**src/rtl/lieat_exu_vpu_vwb.sv**
```systemverilog
// VPU writeback: captures a VPU result, writes its lanes to the VRF one per cycle, then commits.
// Optional macro LIEAT_VWB_MASKSKIP_EN skips lanes whose captured byte mask is all zero.
`ifndef XLEN
`define XLEN 32
`endif
`ifndef REG_IDX
`define REG_IDX 5
`endif

module lieat_exu_vpu_vwb #(
    parameter int LANES = 8,
    parameter int MASKW = 4
) (
    input  logic                clock,
    input  logic                reset,
    input  logic                vpu_o_valid,
    output logic                vpu_o_ready,
    input  logic [`XLEN-1:0]    vpu_o_pc,
    input  logic                vpu_o_wen,
    input  logic [`REG_IDX-1:0] vpu_o_rd,
    input  logic [`XLEN-1:0]    vpu_o_data,
    input  logic                vpu_o_vwen,
    input  logic [`XLEN-1:0]    vpu_o_data0,
    input  logic [`XLEN-1:0]    vpu_o_data1,
    input  logic [`XLEN-1:0]    vpu_o_data2,
    input  logic [`XLEN-1:0]    vpu_o_data3,
    input  logic [`XLEN-1:0]    vpu_o_data4,
    input  logic [`XLEN-1:0]    vpu_o_data5,
    input  logic [`XLEN-1:0]    vpu_o_data6,
    input  logic [`XLEN-1:0]    vpu_o_data7,
    input  logic [MASKW-1:0]    vpu_o_mask0,
    input  logic [MASKW-1:0]    vpu_o_mask1,
    input  logic [MASKW-1:0]    vpu_o_mask2,
    input  logic [MASKW-1:0]    vpu_o_mask3,
    input  logic [MASKW-1:0]    vpu_o_mask4,
    input  logic [MASKW-1:0]    vpu_o_mask5,
    input  logic [MASKW-1:0]    vpu_o_mask6,
    input  logic [MASKW-1:0]    vpu_o_mask7,
    output logic                vrf_wen,
    output logic [`REG_IDX-1:0] vrf_rd,
    output logic [2:0]          vrf_lane,
    output logic [`XLEN-1:0]    vrf_data,
    output logic [MASKW-1:0]    vrf_mask,
    output logic                wb_valid,
    input  logic                wb_ready,
    output logic [`XLEN-1:0]    wb_pc,
    output logic                wb_wen,
    output logic [`REG_IDX-1:0] wb_rd,
    output logic [`XLEN-1:0]    wb_data
);
    localparam int XW = `XLEN;
    localparam int RW = `REG_IDX;

    typedef enum logic [1:0] {IDLE, VWR, CMT} state_e;

    state_e           state_q, state_d;
    logic [2:0]       lane_q, lane_d;
    logic [XW-1:0]    pc_q, data_q;
    logic             wen_q;
    logic [RW-1:0]    rd_q;
    logic [XW-1:0]    ldata_q [LANES];
    logic [MASKW-1:0] lmask_q [LANES];
    logic [7:0]       live_q;
    logic [XW-1:0]    ldata_in [LANES];
    logic [MASKW-1:0] lmask_in [LANES];
    logic [7:0]       live_in;
    logic             accept;
    logic [3:0]       first_in, next_q;

    // Lowest live lane at or above 'from', as {found, index}.
    function automatic logic [3:0] pick(input logic [7:0] live, input logic [3:0] from);
        logic [3:0] r;
        r = '0;
        for (int i = 7; i >= 0; i--)
            if (live[i] && 4'(i) >= from) r = {1'b1, 3'(i)};
        return r;
    endfunction

    always_comb begin
        ldata_in[0] = vpu_o_data0; lmask_in[0] = vpu_o_mask0;
        ldata_in[1] = vpu_o_data1; lmask_in[1] = vpu_o_mask1;
        ldata_in[2] = vpu_o_data2; lmask_in[2] = vpu_o_mask2;
        ldata_in[3] = vpu_o_data3; lmask_in[3] = vpu_o_mask3;
        ldata_in[4] = vpu_o_data4; lmask_in[4] = vpu_o_mask4;
        ldata_in[5] = vpu_o_data5; lmask_in[5] = vpu_o_mask5;
        ldata_in[6] = vpu_o_data6; lmask_in[6] = vpu_o_mask6;
        ldata_in[7] = vpu_o_data7; lmask_in[7] = vpu_o_mask7;
        live_in = 8'hFF;
`ifdef LIEAT_VWB_MASKSKIP_EN
        for (int i = 0; i < 8; i++) live_in[i] = |lmask_in[i];
`endif
    end

    assign accept = (state_q == IDLE) && vpu_o_valid;

    always_ff @(posedge clock) begin
        if (reset) begin
            state_q <= IDLE;
            lane_q  <= '0;
            pc_q    <= '0;
            data_q  <= '0;
            wen_q   <= 1'b0;
            rd_q    <= '0;
            live_q  <= '0;
            for (int i = 0; i < LANES; i++) begin
                ldata_q[i] <= '0;
                lmask_q[i] <= '0;
            end
        end else begin
            state_q <= state_d;
            lane_q  <= lane_d;
            if (accept) begin
                pc_q   <= vpu_o_pc;
                data_q <= vpu_o_data;
                wen_q  <= vpu_o_wen;
                rd_q   <= vpu_o_rd;
                live_q <= live_in;
                for (int i = 0; i < LANES; i++) begin
                    ldata_q[i] <= ldata_in[i];
                    lmask_q[i] <= lmask_in[i];
                end
            end
        end
    end

    always_comb begin
        state_d  = state_q;
        lane_d   = lane_q;
        first_in = pick(live_in, 4'd0);
        next_q   = pick(live_q, {1'b0, lane_q} + 4'd1);
        unique case (state_q)
            IDLE: if (accept) begin
                if (vpu_o_vwen && first_in[3]) begin
                    state_d = VWR;
                    lane_d  = first_in[2:0];
                end else begin
                    state_d = CMT;
                end
            end
            // Lane 7 yields no successor, so the pointer never wraps.
            VWR: if (next_q[3]) lane_d = next_q[2:0];
                 else state_d = CMT;
            CMT: if (wb_ready) begin
                state_d = IDLE;
                lane_d  = '0;
            end
            default: state_d = IDLE;
        endcase
    end

    always_comb begin
        vpu_o_ready = (state_q == IDLE);
        vrf_wen     = 1'b0;
        vrf_rd      = '0;
        vrf_lane    = '0;
        vrf_data    = '0;
        vrf_mask    = '0;
        wb_valid    = 1'b0;
        wb_pc       = '0;
        wb_wen      = 1'b0;
        wb_rd       = '0;
        wb_data     = '0;
        unique case (state_q)
            VWR: begin
                vrf_wen  = 1'b1;
                vrf_rd   = rd_q;
                vrf_lane = lane_q;
                vrf_data = ldata_q[lane_q];
                vrf_mask = lmask_q[lane_q];
            end
            CMT: begin
                wb_valid = 1'b1;
                wb_pc    = pc_q;
                wb_wen   = wen_q;
                wb_rd    = rd_q;
                wb_data  = data_q;
            end
            default: ;
        endcase
    end
endmodule

```
**config.mk**
```make
export PLATFORM = sky130hd
export DESIGN_NAME = lieat_exu_vpu_vwb
export DESIGN_NICKNAME = d
export VERILOG_FILES = /design/src/rtl/lieat_exu_vpu_vwb.sv
export SDC_FILE = /design/constraint.sdc
export NUM_CORES = 1
export LEC_CHECK = 0
export BUFFER_PORTS_ARGS = -buffer_cell sky130_fd_sc_hd__buf_2
export CORE_MARGIN = 2
export CORE_UTILIZATION = 47
export DETAILED_ROUTE_END_ITERATION = 7
export PLACE_DENSITY = 0.77
export SETUP_SLACK_MARGIN = 0.4
export SYNTH_ARGS = -nofsm -noshare
export SYNTH_HDL_FRONTEND = slang
export SYNTH_SLANG_ARGS = --single-unit
```
**constraint.sdc**
```tcl
create_clock -name clock -period 7.1 [get_ports clock]
set_clock_uncertainty 0.2 [all_clocks]
set_input_delay 0.71 -clock clock [delete_from_list [all_inputs] [get_ports clock]]
set_output_delay 0.71 -clock clock [all_outputs]
set_load 0.01 [all_outputs]
```
==> results.md <==
* ANT nets after route at 0
* Max Fanout on Critical Path at 22
* Max Cap Viol at 0
* Hold path depth at 2
* Slew headroom at 0.286
* Worst Path Arrival at 3.23 ns
* FF-to-FF path depth at 6
* TritonCTS buffer count at 40
* Largest family of logic cells by synthesized area: simple AND/OR/NAND/NOR gates
* Layout Cells excl Fill at 1,985
* Power per cell area at 257 nW/µm²
* Slew @ Worst Pin at 1.07 ns
* IO Port Bufs at 479
* Mean Syn Cell Area at 15.2 µm²
* Final GP Congestion at 0.879
* Minimum clock period at 4.14 ns
* Final hold slack at 0.211 ns
* Wirelength per Cell at 20.7 µm
* Detail Route met2 WL at 21,000 µm
* Nets@finish at 1,853
* Initial antenna violation count at 19
* Worst R2R End: ldata_q[1][18]$_SDFFCE_PN0P_
* Vias in the first global route at 10.7k
* CTS clock-pin slew for the worst setup and hold paths at 0.06 ns
* First-pass GRT wire length at 61,300 µm
* Vias per cell at 5.24
* Root Driver: clkbuf_16
* Worst r2r src: state_q[0]$_SDFFE_PP0P_
* GRT overflow at 0
* CTS tree: yes
* # IOs at 480
* Fin crit share at 0.583
* Critical path startpoint category: register
* Finished layout cell area at 19,800 µm²
* Area Growth Syn to Fin at 25.3%
* WL met1 at 15,100 µm
* Pwr Total at 0.00509 W
* Post-CTS Setup Bufs at 0
* CTS Buffer Depth at 3
* Post-CTS Resized at 0
* Simple-Gate Fraction of Synth Area at 0.155
* Worst hold path endpoint: pc_q[30]$_SDFFE_PP0P_
* H-tree depth at 2
* Commonest non-fill, non-tap cell in the layout: buf_2
* Sink Count at 367
* Share of post-route cells with drive strength above 1 at 0.416
* Pin count of the biggest net entering global routing at 165
* Skew-Pair Late Insertion Delay at 0.50 ns
* Rows at 67
* CP Class: reg2out
* Post-synth design cell area at 15,800 µm²
* # hold bufs at CTS at 0
* R2r setup slk at 3.76 ns
* Die W at 187 µm
* Tot GR Track Use at 0.230
* Synth Area in Compound Gates at 0.0656
* Most frequent cells in the layout: buf_2 (478), and2_1 (295), edfxtp_1 (288)
* Die area at 35,100 µm²
* WP data required at 6.19 ns
* Worst Hold Class: in2reg
* Post-Synthesis Cells at 1,038
* DRT Pass-1 Iters at 5
* Status: finished, final reports clean
* Peak VDD IR at 0.166 mV
* Mapped Nets at 1,403
* Post-synthesis adder-cell area fraction at 0.00158
* DR vias at 10.4k
* Final TNS setup at 0 ns
* Endpoints failing setup at 0
* Core footprint at 33,400 µm²
* Hold path startpoint: vpu_o_pc[30]
* Post-synth cell types at 37
* Inst Count DP at 1,894
* Post-detail-place hpwl at 27,800 µm
* Drt total wl at 41,000 µm
* CP Capture Type: output port
* Mux contribution to synthesized area at 0.103
* Initial Util at 0.474
* Ys Warns at 0
* DRC at 0
* Fmax at 242 MHz
* Unrepaired setup endpoints after global routing: no
* Register area share after synthesis at 0.647
* Top layer in use: met5
* Die Y at 187 µm
* Synthesis-stage register bit count at 367
* Max-slew violations at 0
* Met3 wire length at 3780 µm
* DRT iter0 DRCs at 527
* Post-Synth XOR/XNOR Area at 0
* Pleak at 8.43 nW
* Placement Cell Area at 18,500 µm²
* Hold Fails Final Rpt at 0
layout make-up:
cell class | count | area (µm²)
Clock inverter | 14 | 121
Inverter | 4 | 18.8
Sequential cell | 367 | 10200
Fill cell | 2639 | 13500
Tap cell | 448 | 561
Multi-Input combinational cell | 585 | 5170
Clock buffer | 58 | 1170
Timing Repair Buffer | 490 | 2490
Antenna cell | 19 | 47.5
critical path, stage by stage, from the launching register on:
cell and delay (ns):
dfxtp_1 0.51, nor2b_1 0.68, nor2b_4 0.61, buf_4 0.44
a22o_1 0.28, buf_2 0.16
metrics by stage:
stage               worst slack, ns  utilization
floorplan                     0.662            -
global placement               3.41        0.554
detailed placement             3.40        0.554
CTS                            2.85        0.593
global route                   2.67        0.593
finish                         2.96        0.594
routing by layer:
metal  vias to the layer above  GRT usage
met4                         8     0.0727
met5                         -          0
met2                       448      0.402
met3                        74     0.0632
li1                       4765          -
met1                      5114      0.277
synth_stat cells:
cell         n  area share
clkbuf_2     1     0.00032
nand2_1      2     0.00047
nor2_2       1     0.00040
a221oi_1     2      0.0011
nand3_1      1     0.00032
mux4_2      72        0.10
edfxtp_1   288        0.55
buf_6        7      0.0050
nand3b_1     2     0.00095
inv_1        4     0.00095
ha_1         2      0.0016
dfxtp_1     79        0.10
a21oi_2      1     0.00055
o2111ai_1    1     0.00055
or4_1        1     0.00047
nor4bb_1     1     0.00063
a21oi_1      1     0.00032
nand2b_1     3      0.0012
o21ai_0      1     0.00032
nor3_1       1     0.00032
a22o_1     106       0.059
nand4b_1     1     0.00055
and3_1       2     0.00079
a41o_1       2      0.0013
buf_4        8      0.0038
buf_1        2     0.00047
a211oi_1     2     0.00095
nor4_1       1     0.00040
or2_1        1     0.00040
and2_1     296        0.12
a21o_1       1     0.00047
nand4bb_1    1     0.00071
nor2b_1     77       0.030
clkbuf_1    32      0.0076
o22ai_1      1     0.00040
o211ai_1     2     0.00095
buf_2       32       0.010
cell families (layout without fill, tap and decap cells):
kind of cell    count (synthesis)  in the layout
compound gates                120            120
fa+ha+maj                       2              2
buf+inv                        86            566
flops                         367            367
mux                            72             72
other cells                     0             19
simple gates                  391            391
how the worst max path moves through the flow:
stage | depth (start not counted) | to | start | slack [ns]
floorplan | 4 | ldata_q[0][0]$_SDFFCE_PN0P_ | reset | 0.66
global placement | 4 | vrf_data[17] | register | 3.41
detailed placement | 4 | vrf_data[17] | register | 3.40
CTS | 4 | vrf_data[17] | register | 2.85
global route | 4 | vrf_data[17] | register | 2.67
finish | 5 | vrf_data[17] | state_q[0]$_SDFFE_PP0P_ | 2.96
report_power, final:
| group | switching, W | internal (W) |
|---|---|---|
| sequential | 0.0000706 | 0.00254 |
| combinational | 0.000228 | 0.000229 |
| clock | 0.000804 | 0.00122 |
registers in the layout, summed over array words and instances (netlist names), named ones only:
signal / count
ldata_q: 256
data_q: 32
lmask_q: 32
pc_q: 32
rd_q: 5
lane_q: 3
state_q: 2
live_q: 1
wen_q: 1
No activity file was read; power rests on OpenSTA's default activity.
